$ cat src/rtl/somador_serial.sv
// Bit-serial N-bit adder: one full adder reused over N clocks, with the carry held in a register.
// somador1bit is the single-bit stage that the serial controller drives.

module somador1bit (
    input  logic a,
    input  logic b,
    input  logic cin,
    output logic s,
    output logic cout
);
    assign s    = a ^ b ^ cin;
    assign cout = (a & b) | (cin & (a ^ b));
endmodule

module somador_serial #(
    parameter int unsigned N = 8
) (
    input  logic         clk,
    input  logic         rst,
    input  logic         start,
    input  logic [N-1:0] a,
    input  logic [N-1:0] b,
    input  logic         cin,
    output logic         busy,
    output logic         done,
    output logic [N-1:0] s,
    output logic         cout
);
    localparam int unsigned CntW = $clog2(N);

    typedef enum logic [1:0] {StIdle, StSoma, StFim} estado_t;

    estado_t         estado_q, estado_d;
    logic [N-1:0]    a_sh_q, a_sh_d;
    logic [N-1:0]    b_sh_q, b_sh_d;
    logic [N-1:0]    s_sh_q, s_sh_d;
    logic            carry_q, carry_d;
    logic [CntW-1:0] cnt_q, cnt_d;
    logic [N-1:0]    s_q, s_d;
    logic            cout_q, cout_d;
    logic            fa_s, fa_cout;

    somador1bit u_fa (
        .a    (a_sh_q[0]),
        .b    (b_sh_q[0]),
        .cin  (carry_q),
        .s    (fa_s),
        .cout (fa_cout)
    );

    always_comb begin
        estado_d = estado_q;
        a_sh_d   = a_sh_q;
        b_sh_d   = b_sh_q;
        s_sh_d   = s_sh_q;
        carry_d  = carry_q;
        cnt_d    = cnt_q;
        s_d      = s_q;
        cout_d   = cout_q;
        unique case (estado_q)
            StIdle: begin
                if (start) begin
                    a_sh_d   = a;
                    b_sh_d   = b;
                    carry_d  = cin;
                    cnt_d    = '0;
                    estado_d = StSoma;
                end
            end
            StSoma: begin
                s_sh_d  = {fa_s, s_sh_q[N-1:1]};
                a_sh_d  = a_sh_q >> 1;
                b_sh_d  = b_sh_q >> 1;
                carry_d = fa_cout;
                cnt_d   = cnt_q + 1'b1;
                // Last bit: publish the assembled sum including this cycle's bit.
                if (cnt_q == CntW'(N - 1)) begin
                    s_d      = {fa_s, s_sh_q[N-1:1]};
                    cout_d   = fa_cout;
                    estado_d = StFim;
                end
            end
            StFim:   estado_d = StIdle;
            default: estado_d = StIdle;
        endcase
    end

    always_ff @(posedge clk) begin
        if (!rst) begin
            estado_q <= StIdle;
            a_sh_q   <= '0;
            b_sh_q   <= '0;
            s_sh_q   <= '0;
            carry_q  <= 1'b0;
            cnt_q    <= '0;
            s_q      <= '0;
            cout_q   <= 1'b0;
        end else begin
            estado_q <= estado_d;
            a_sh_q   <= a_sh_d;
            b_sh_q   <= b_sh_d;
            s_sh_q   <= s_sh_d;
            carry_q  <= carry_d;
            cnt_q    <= cnt_d;
            s_q      <= s_d;
            cout_q   <= cout_d;
        end
    end

    assign busy = (estado_q != StIdle);
    assign done = (estado_q == StFim);
    assign s    = s_q;
    assign cout = cout_q;
endmodule

$ cat config.mk
export PLATFORM = sky130hd
export DESIGN_NAME = somador_serial
export DESIGN_NICKNAME = d
export VERILOG_FILES = /design/src/rtl/somador_serial.sv
export SDC_FILE = /design/constraint.sdc
export NUM_CORES = 1
export LEC_CHECK = 0
export BUFFER_PORTS_ARGS = -buffer_cell sky130_fd_sc_hd__buf_4
export CAP_MARGIN = 20
export CORE_UTILIZATION = 25
export CTS_CLUSTER_DIAMETER = 120
export DETAILED_ROUTE_END_ITERATION = 12
export PLACE_DENSITY = 0.47
export SLEW_MARGIN = 20
export SYNTH_ARGS = -nofsm -noshare
export SYNTH_HDL_FRONTEND = slang
export SYNTH_SLANG_ARGS = --single-unit
$ cat constraint.sdc
create_clock -name clk -period 3.9 [get_ports clk]
set_input_delay 0.195 -clock clk [delete_from_list [all_inputs] [get_ports clk]]
set_output_delay 0.195 -clock clk [all_outputs]
set_load 0.05 [all_outputs]
### Word-level counts from Yosys, hierarchy flattened

Index checks and enable logic that the tools add are counted.

| word-level totals | value |
|---|---|
| logic and storage cells | 36 |
| input port bits | 20 |
| output and inout port bits | 11 |
| bits in registers | 39 |

| operators by class | value |
|---|---|
| reductions and logical operators | 6 |
| multiplexer cells | 11 |
| add/sub/neg operators | 1 |
| equal/unequal tests | 5 |
| bitwise logic cells | 5 |

Operators with widths:

| kind | number |
|---|---|
| $pmux 8 s2 | 2 |
| $mux 8 | 2 |
| $pmux 3 s2 | 1 |
| $reduce_and 2->1 | 3 |
| $mux 2 | 2 |
| $ne 2x2->1 const B | 2 |
| $pmux 2 s2 | 1 |
| $reduce_bool 2->1 | 2 |
| $add 3x1->3 const B | 1 |
| $eq 3x3->1 const B | 1 |
| $mux 3 | 1 |
| $and 1x1->1 | 2 |
| $eq 2x1->1 const B | 1 |
| $eq 2x2->1 const B | 1 |
| $logic_not 2->1 | 1 |
| $pmux 1 s2 | 1 |
| $xor 1x1->1 | 2 |
| $mux 1 | 1 |
| $or 1x1->1 | 1 |

### Depth between registers and ports, before layout

Gate-level depths: netlist of the first run.

| logic depth | value |
|---|---|
| depth after elaboration | 4 |
| gate-level depth with buffers | 6 |
| gate-level depth less buffers | 5 |

### By module

A second synthesis of the first run with hierarchy kept.

| second synthesis, totals | value |
|---|---|
| cells, all modules | 171 |
| area, all modules | 1617.8 um2 |

By module, submodules not included:

| module | cells an instance | times used | sequential area each (um2) | area an instance (um2) |
|---|---|---|---|---|
| somador_serial | 170 | 1 | 760.7 | 1597.8 |
| somador1bit | 1 | 1 | 0.0 | 20.0 |

### Worst setup path before layout of the first run

Ideal clock, no wire load.

| timing | value |
|---|---|
| path type | reg2reg |
| start point | register estado_q[0] |
| end point | register a_sh_q[0] |
| required time | 3783 ps |
| stages on the path, launching flop included | 7 |
| arrival | 1226 ps |
| setup slack | 2556 ps |
| library setup time | 117 ps |
| clock period less this slack | 1344 ps |
| buffers on the path | 3 |
| cells stage by stage | dfxtp_1 > buf_6 > or3b_1 > buf_6 > buf_12 > o221ai_2 > nor2_1 |

| between the ends | value |
|---|---|
| longest elaborated chain between the ends | 3 |
| elaborated cells between the ends (all ways) | 6 |
| those cells by class | eq/ne: 2; mux: 1; reduce/logical: 3 |

RTL lines:

| item | line | text |
|---|---|---|
| start, declared | 33 | `estado_t estado_q, estado_d;` |
| start signal, assigned | 90 | `estado_q <= StIdle;` |
| start signal, assigned | 99 | `estado_q <= estado_d;` |
| $eq 2x1->1 / $logic_not 2->1 (equally long branches) | 60 | `unique case (estado_q)` |
| $reduce_bool 2->1 (no line) / $ne 2x2->1 (equally long branches) | - |  |
| $reduce_and 2->1 (no line) | - |  |
| end signal, assigned | 100 | `a_sh_q <= a_sh_d;` |
| end, declared | 34 | `logic [N-1:0] a_sh_q, a_sh_d;` |

Several ways; a longest one is shown, not always the timed one.
A chain may end at the register's enable or synchronous reset.

### Worst setup path in the final report of the first run

| timing | value |
|---|---|
| start point | register estado_q[1] |
| end point | register b_sh_q[3] |

| between the ends | value |
|---|---|
| longest elaborated chain between the ends | 3 |
| elaborated cells between the ends (all ways) | 6 |
| those cells by class | eq/ne: 2; mux: 1; reduce/logical: 3 |

RTL lines:

| item | line | text |
|---|---|---|
| $eq 2x1->1 / $logic_not 2->1 (equally long branches) | 60 |  |
| $reduce_bool 2->1 (no line) / $ne 2x2->1 (equally long branches) | - |  |
| $reduce_and 2->1 (no line) | - |  |
| end signal, assigned | 101 | `b_sh_q <= b_sh_d;` |
| end, declared | 35 | `logic [N-1:0] b_sh_q, b_sh_d;` |

Several ways; a longest one is shown, not always the timed one.

==> reports/results.ini, run 1 <==
[routing]
ant_nets=0
wl_per_cell_um=12.2
vias=1228
drc=0
drt-initial-drc-count=56
first_pass_iters=4
vias_per_cell=4.53
finalWirelength_mm=3.32

[layout]
n_antenna_cell=0
final_util_pct=32.2
layout-drive-gt1-share_pct=26.0
areaGrowthSynthToFinish_pct=21.3
final_nets=218

[synth]
synth-main-ff-cell=dfxtp_1
ys_async_sr_fraction_pct=0
syn_inst=171
synth_nets=194
yosysMostFrequentCell=dfxtp_1
ys_ff_latch=38
avgSynthCellArea_um2=9.47
synth_edf_count=0
yosys.area.top_type=dfxtp_1
yosysSeqAreaShare_pct=47.0
yosys_warnings=0
synth_cell_types=27
syn_area_um2=1620
synth_top_area_share_pct=47.0
yosys-top-cells-count=dfxtp_1 (38), nor2_1 (30), nand2_1 (24)
ys_top_cells_by_area=dfxtp_1 (47%), o221ai_2 (9.3%), a21boi_0 (7.4%)

[floorplan]
rows=28
die_w_um=82.5
initial_utilization_pct=26.6
io_pins=31
die_area_um2=6800
fp.coreArea_um2=6100
die_h_um=82.5

[pwr]
peakVddDrop_uv=154
p_leak_nw=0.753
pwr_density_cell_nw_per_um2=417
totalPowerFinal_w=0.000819

[clock_network]
cts_tree=built
clkLatencyLatePin_ps=280
h-tree-depth=2
path_clk_slew_ps=70
cts_hold_buf=0
cts_resized=0
cts-root-buf=clkbuf_8
cts_sinks=38
cts_buffers=5
cts_buffer_depth=2
postCtsSetupBuffers=0

[global_route]
grt_overflow=0
grt_max_degree=39
track_usage_pct=11.3
antenna_found_initial=0
grt_pass1_wl_mm=5.73
grt_pass1_vias=1255

[setup_path]
crit_chain=or2b_1 -> o221ai_1 -> nor2_1
cp_slowest_cell=or2b_1
r2r_start=estado_q[1]
critPathLaunchType=register
setup.worst_path.class=reg2reg
cp-end-kind=register
worst_ep_required_time_ps=4120
slowest_delay_ps=790
critPathMaxFanout=22
crit_start=estado_q[1]
cp_data_arrival_time_ps=1910

[sta]
maxSlewViolCount=0
tns_ps=0
tightest_slew_ps=971
fmax_mhz=592
maxSlewHeadroom_pct=35.3
setup_viol=0
period_share_pct=43.3
finalClockSkew_ps=3.92
finalHoldViolations=0
fin_crit_ps=1690
rsz0062_at_grt=false
fin_hold_ws_ps=188
finalWorstSetupSlack_ps=2210

[place]
numPortBuffers=30
gp_routability_congestion=0.683
dpl.hpwl_mm=2.20
dpl_worst_slack_ps=2210

[hold_path]
hp-class=in2reg
worstHoldStart=a[1]

[job]
drv_cap=0

[run_status]
status=finished, final reports clean

-- where the power goes --
group          switching, W  leakage (nW)  internal [W]
combinational     0.0000466         0.384     0.0000411
sequential        0.0000135         0.311      0.000407
clock              0.000132        0.0575      0.000179
total              0.000192         0.753      0.000626
-- logic make-up after synthesis --
logic type / after synthesis / share of synthesized area (%)
and+or+nand+nor: 76 / 20.8
adders and majority gates: 3 / 2.78
muxes: 1 / 0.618
AOI/OAI and AO/OA: 38 / 23.0
buffers and inverters: 15 / 5.87
DFF: 38 / 47.0
-- worst paths after layout --
check                                  to  slack [ps]  cells after the start
worst max-delay path            b_sh_q[3]        2210                      3
worst max register to register  b_sh_q[3]        2210                      3
worst min-delay path            a_sh_q[1]         190                      3
worst min register to register       s[1]         470                      2
-- cells in the final DEF, fill, tap and decap left out --
cell / n
o21bai_1: 1
buf_4: 31
inv_1: 1
or3b_1: 1
a22oi_1: 4
ha_1: 2
a21boi_0: 16
o211a_1: 1
nor2b_1: 6
nor3b_1: 2
and3_1: 1
o221ai_2: 10
or2_2: 1
clkbuf_8: 8
fa_1: 1
nand3_1: 9
nand2_1: 24
mux2i_1: 1
o21ba_2: 1
nor2_1: 30
dfxtp_1: 38
nand3b_1: 1
o221ai_1: 5
or2b_1: 1
-- cell type report --
| class | instances | area [um^2] |
|---|---|---|
| Timing Repair Buffer | 31 | 233 |
| Inverter | 1 | 3.75 |
| Tap cell | 75 | 93.8 |
| Fill cell | 690 | 4130 |
| Multi-Input combinational cell | 118 | 763 |
| Sequential cell | 38 | 761 |
| Clock buffer | 8 | 110 |
-- state kept, by name, summed over array words and instances, names as in the netlist --
signal and flops:
cout 1, cnt_q 3, s_sh_q 7, estado_q 2, b_sh_q 8, s 8
carry_q 1, a_sh_q 8
-- routing by layer --
layer	part of all wire [%]	track usage, %
met1	48	14.4
met2	44	17.7
met3	7.2	4.29
met4	0.45	3.16
met5	0	0
-- worst max-delay path: cells and delay by family, from the launching register on --
kind / cells / cell delay [ps]
and+or+nand+nor: 2 / 920
DFF: 1 / 490
AOI/OAI and AO/OA: 1 / 210
-- per-stage QoR --
| step | cell area, um^2 | cells |
|---|---|---|
| finish | 1960 | 271 |
| global route | 1960 | 271 |
| global placement | 1850 | 263 |
| floorplan | 1620 | 171 |
| CTS | 1960 | 271 |
| detailed placement | 1850 | 263 |
Power figures use the tool's default switching activity.
==> inputs of run 2 (changes only) <==
PLACE_DENSITY = 0.49   (was 0.47)
clock period = 1.51 ns   (was 3.9 ns; I/O delays follow)
==> run 2 against run 1 <==
Effect of this change: sequential cell count unchanged; final cell count up 2.2%; sequential power rose to 2.6 times the previous value; sequential share of layout area down 0.75 points; via count up 1.8%; worst setup slack worse by 2100 ps; clock power up 140%; non-clock buffer count up 6; largest power group unchanged.
==> reports/results.ini, run 2 (same netlist as run 1, synthesis figures left out) <==
[setup_path]
slowest_delay_ps=370
crit_chain=buf_4 -> or2_2 -> buf_4
r2r_start=estado_q[1]
cp_slowest_cell=dfxtp_1
critPathLaunchType=register
worst_ep_required_time_ps=1430
crit_top_cell=buf_4
r2r-end=a_sh_q[5]
crit_start=estado_q[1]
cp-end-kind=output port
rrSetupSlack_ps=170
cp_data_arrival_time_ps=1290
critPathMaxFanout=7
cp.buffers_inverters=2
reg2regPathDepth=4
cp_top_family=flip-flops
setup.worst_path.class=reg2out

[routing]
ant_nets=0
wl_per_cell_um=12.0
finalWirelength_mm=3.33
drt-initial-drc-count=22
vias=1250
vias_per_cell=4.51
first_pass_iters=6
drc=0

[place]
gp_routability_congestion=0.648
dpl.hpwl_mm=2.23
numPortBuffers=30
dpl.cell_count=269

[job]
drv_cap=0

[clock_network]
cts_resized=0
cts-root-buf=clkbuf_8
cts_tree=built
cts_sinks=38
postCtsSetupBuffers=0
path_clk_slew_ps=80
clkLatencyLatePin_ps=290
cts_buffers=5
cts_hold_buf=0
cts_buffer_depth=2
h-tree-depth=2

[floorplan]
die_w_um=82.5
die_h_um=82.5
die_area_um2=6800
fp.coreArea_um2=6100
rows=28
initial_utilization_pct=26.6
io_pins=31

[global_route]
grt_pass1_wl_mm=5.62
grt_max_degree=39
antenna_found_initial=0
track_usage_pct=11.4
grt_pass1_vias=1161
grt_overflow=0

[layout]
areaGrowthSynthToFinish_pct=23.7
final-seq-area_um2=761
multi_input_comb_area_um2=763
layout-drive-gt1-share_pct=27.7
fill_cells=662
n_antenna_cell=0
final_cell_mix=dfxtp_1 (38), buf_4 (36), nor2_1 (30)
final_util_pct=32.9
layout_commonest_cell=dfxtp_1
instances_no_fill=277
final_nets=224

[sta]
maxSlewHeadroom_pct=73.7
period_share_pct=90.1
setup_viol=0
finalHoldViolations=0
fin_crit_ps=1360
fmax_mhz=735
maxSlewViolCount=0
tightest_slew_ps=395
finalClockSkew_ps=7.14
tns_ps=0
rsz0062_at_grt=false

[hold_path]
holdPathStages=3
min_to=b_sh_q[7]
hp-class=in2reg
worstHoldStart=b[7]

[run_status]
status=finished, final reports clean

[pwr]
combPwrFrac_pct=11.8
p_sw_share_pct=25.3
peakVddDrop_uv=399
p_leak_nw=0.777
p_int_w=0.00154
totalPowerFinal_w=0.00206
pwr_density_cell_nw_per_um2=1030
power_frac_seq_pct=52.6
netSwitchingPower_w=0.000521
p_clk_share_pct=35.6

run 2: how the worst max path moves through the flow:
stage	to	slack (ps)	cells after the start
6_report	busy	150	3
5_1_grt	s[0]	20	5
3_5_place_dp	a_sh_q[5]	170	4
2_1_floorplan	a_sh_q[0]	170	6
4_1_cts	busy	140	3
3_3_place_gp	a_sh_q[5]	170	4
run 2: worst register-to-register path: cells and delay by family (launching register included):
family | cells | cell delay (ps)
compound gates | 1 | 200
buf+inv | 1 | 220
flops | 1 | 370
simple gates | 2 | 460
run 2: metrics by stage:
stage | hold WS [ps] | setup slack, ps | cell area (um^2)
final | 54.4 | 149 | 2000
after global routing | 63.4 | 22.3 | 2000
after CTS | 53.5 | 138 | 2000
after detailed placement | 364 | 173 | 1910
after global placement | 352 | 172 | 1910
after floorplan | 258 | 166 | 1620
run 2: layout make-up:
type                    instances  share of cell area, %
inverters                       1                  0.187
flip-flops and latches         38                   38.0
clock inverters                 1                  0.250
repair buffers                 37                   14.5
multi-input cells             118                   38.1
clock buffers                   7                   4.31
well taps                      75                   4.68
run 2: power groups by stage:
stage	Combinational (W)	Sequential (W)	Clock, W
final	0.000244	0.00108	0.000732
after global routing	0.000274	0.00109	0.000806
after CTS	0.000248	0.00108	0.000764
after detailed placement	0.000247	0.00111	0
after global placement	0.000249	0.00111	0
after floorplan	0.000178	0.00110	0
run 2: routing by layer:
| metal | vias up | part of all wire (%) | GRT usage (%) |
|---|---|---|---|
| met5 | - | 0 | 0 |
| met4 | 0 | 2.3 | 6.32 |
| met3 | 6 | 3.5 | 2.97 |
| met2 | 19 | 45 | 17.5 |
| met1 | 570 | 49 | 14.5 |
| li1 | 655 | - | - |
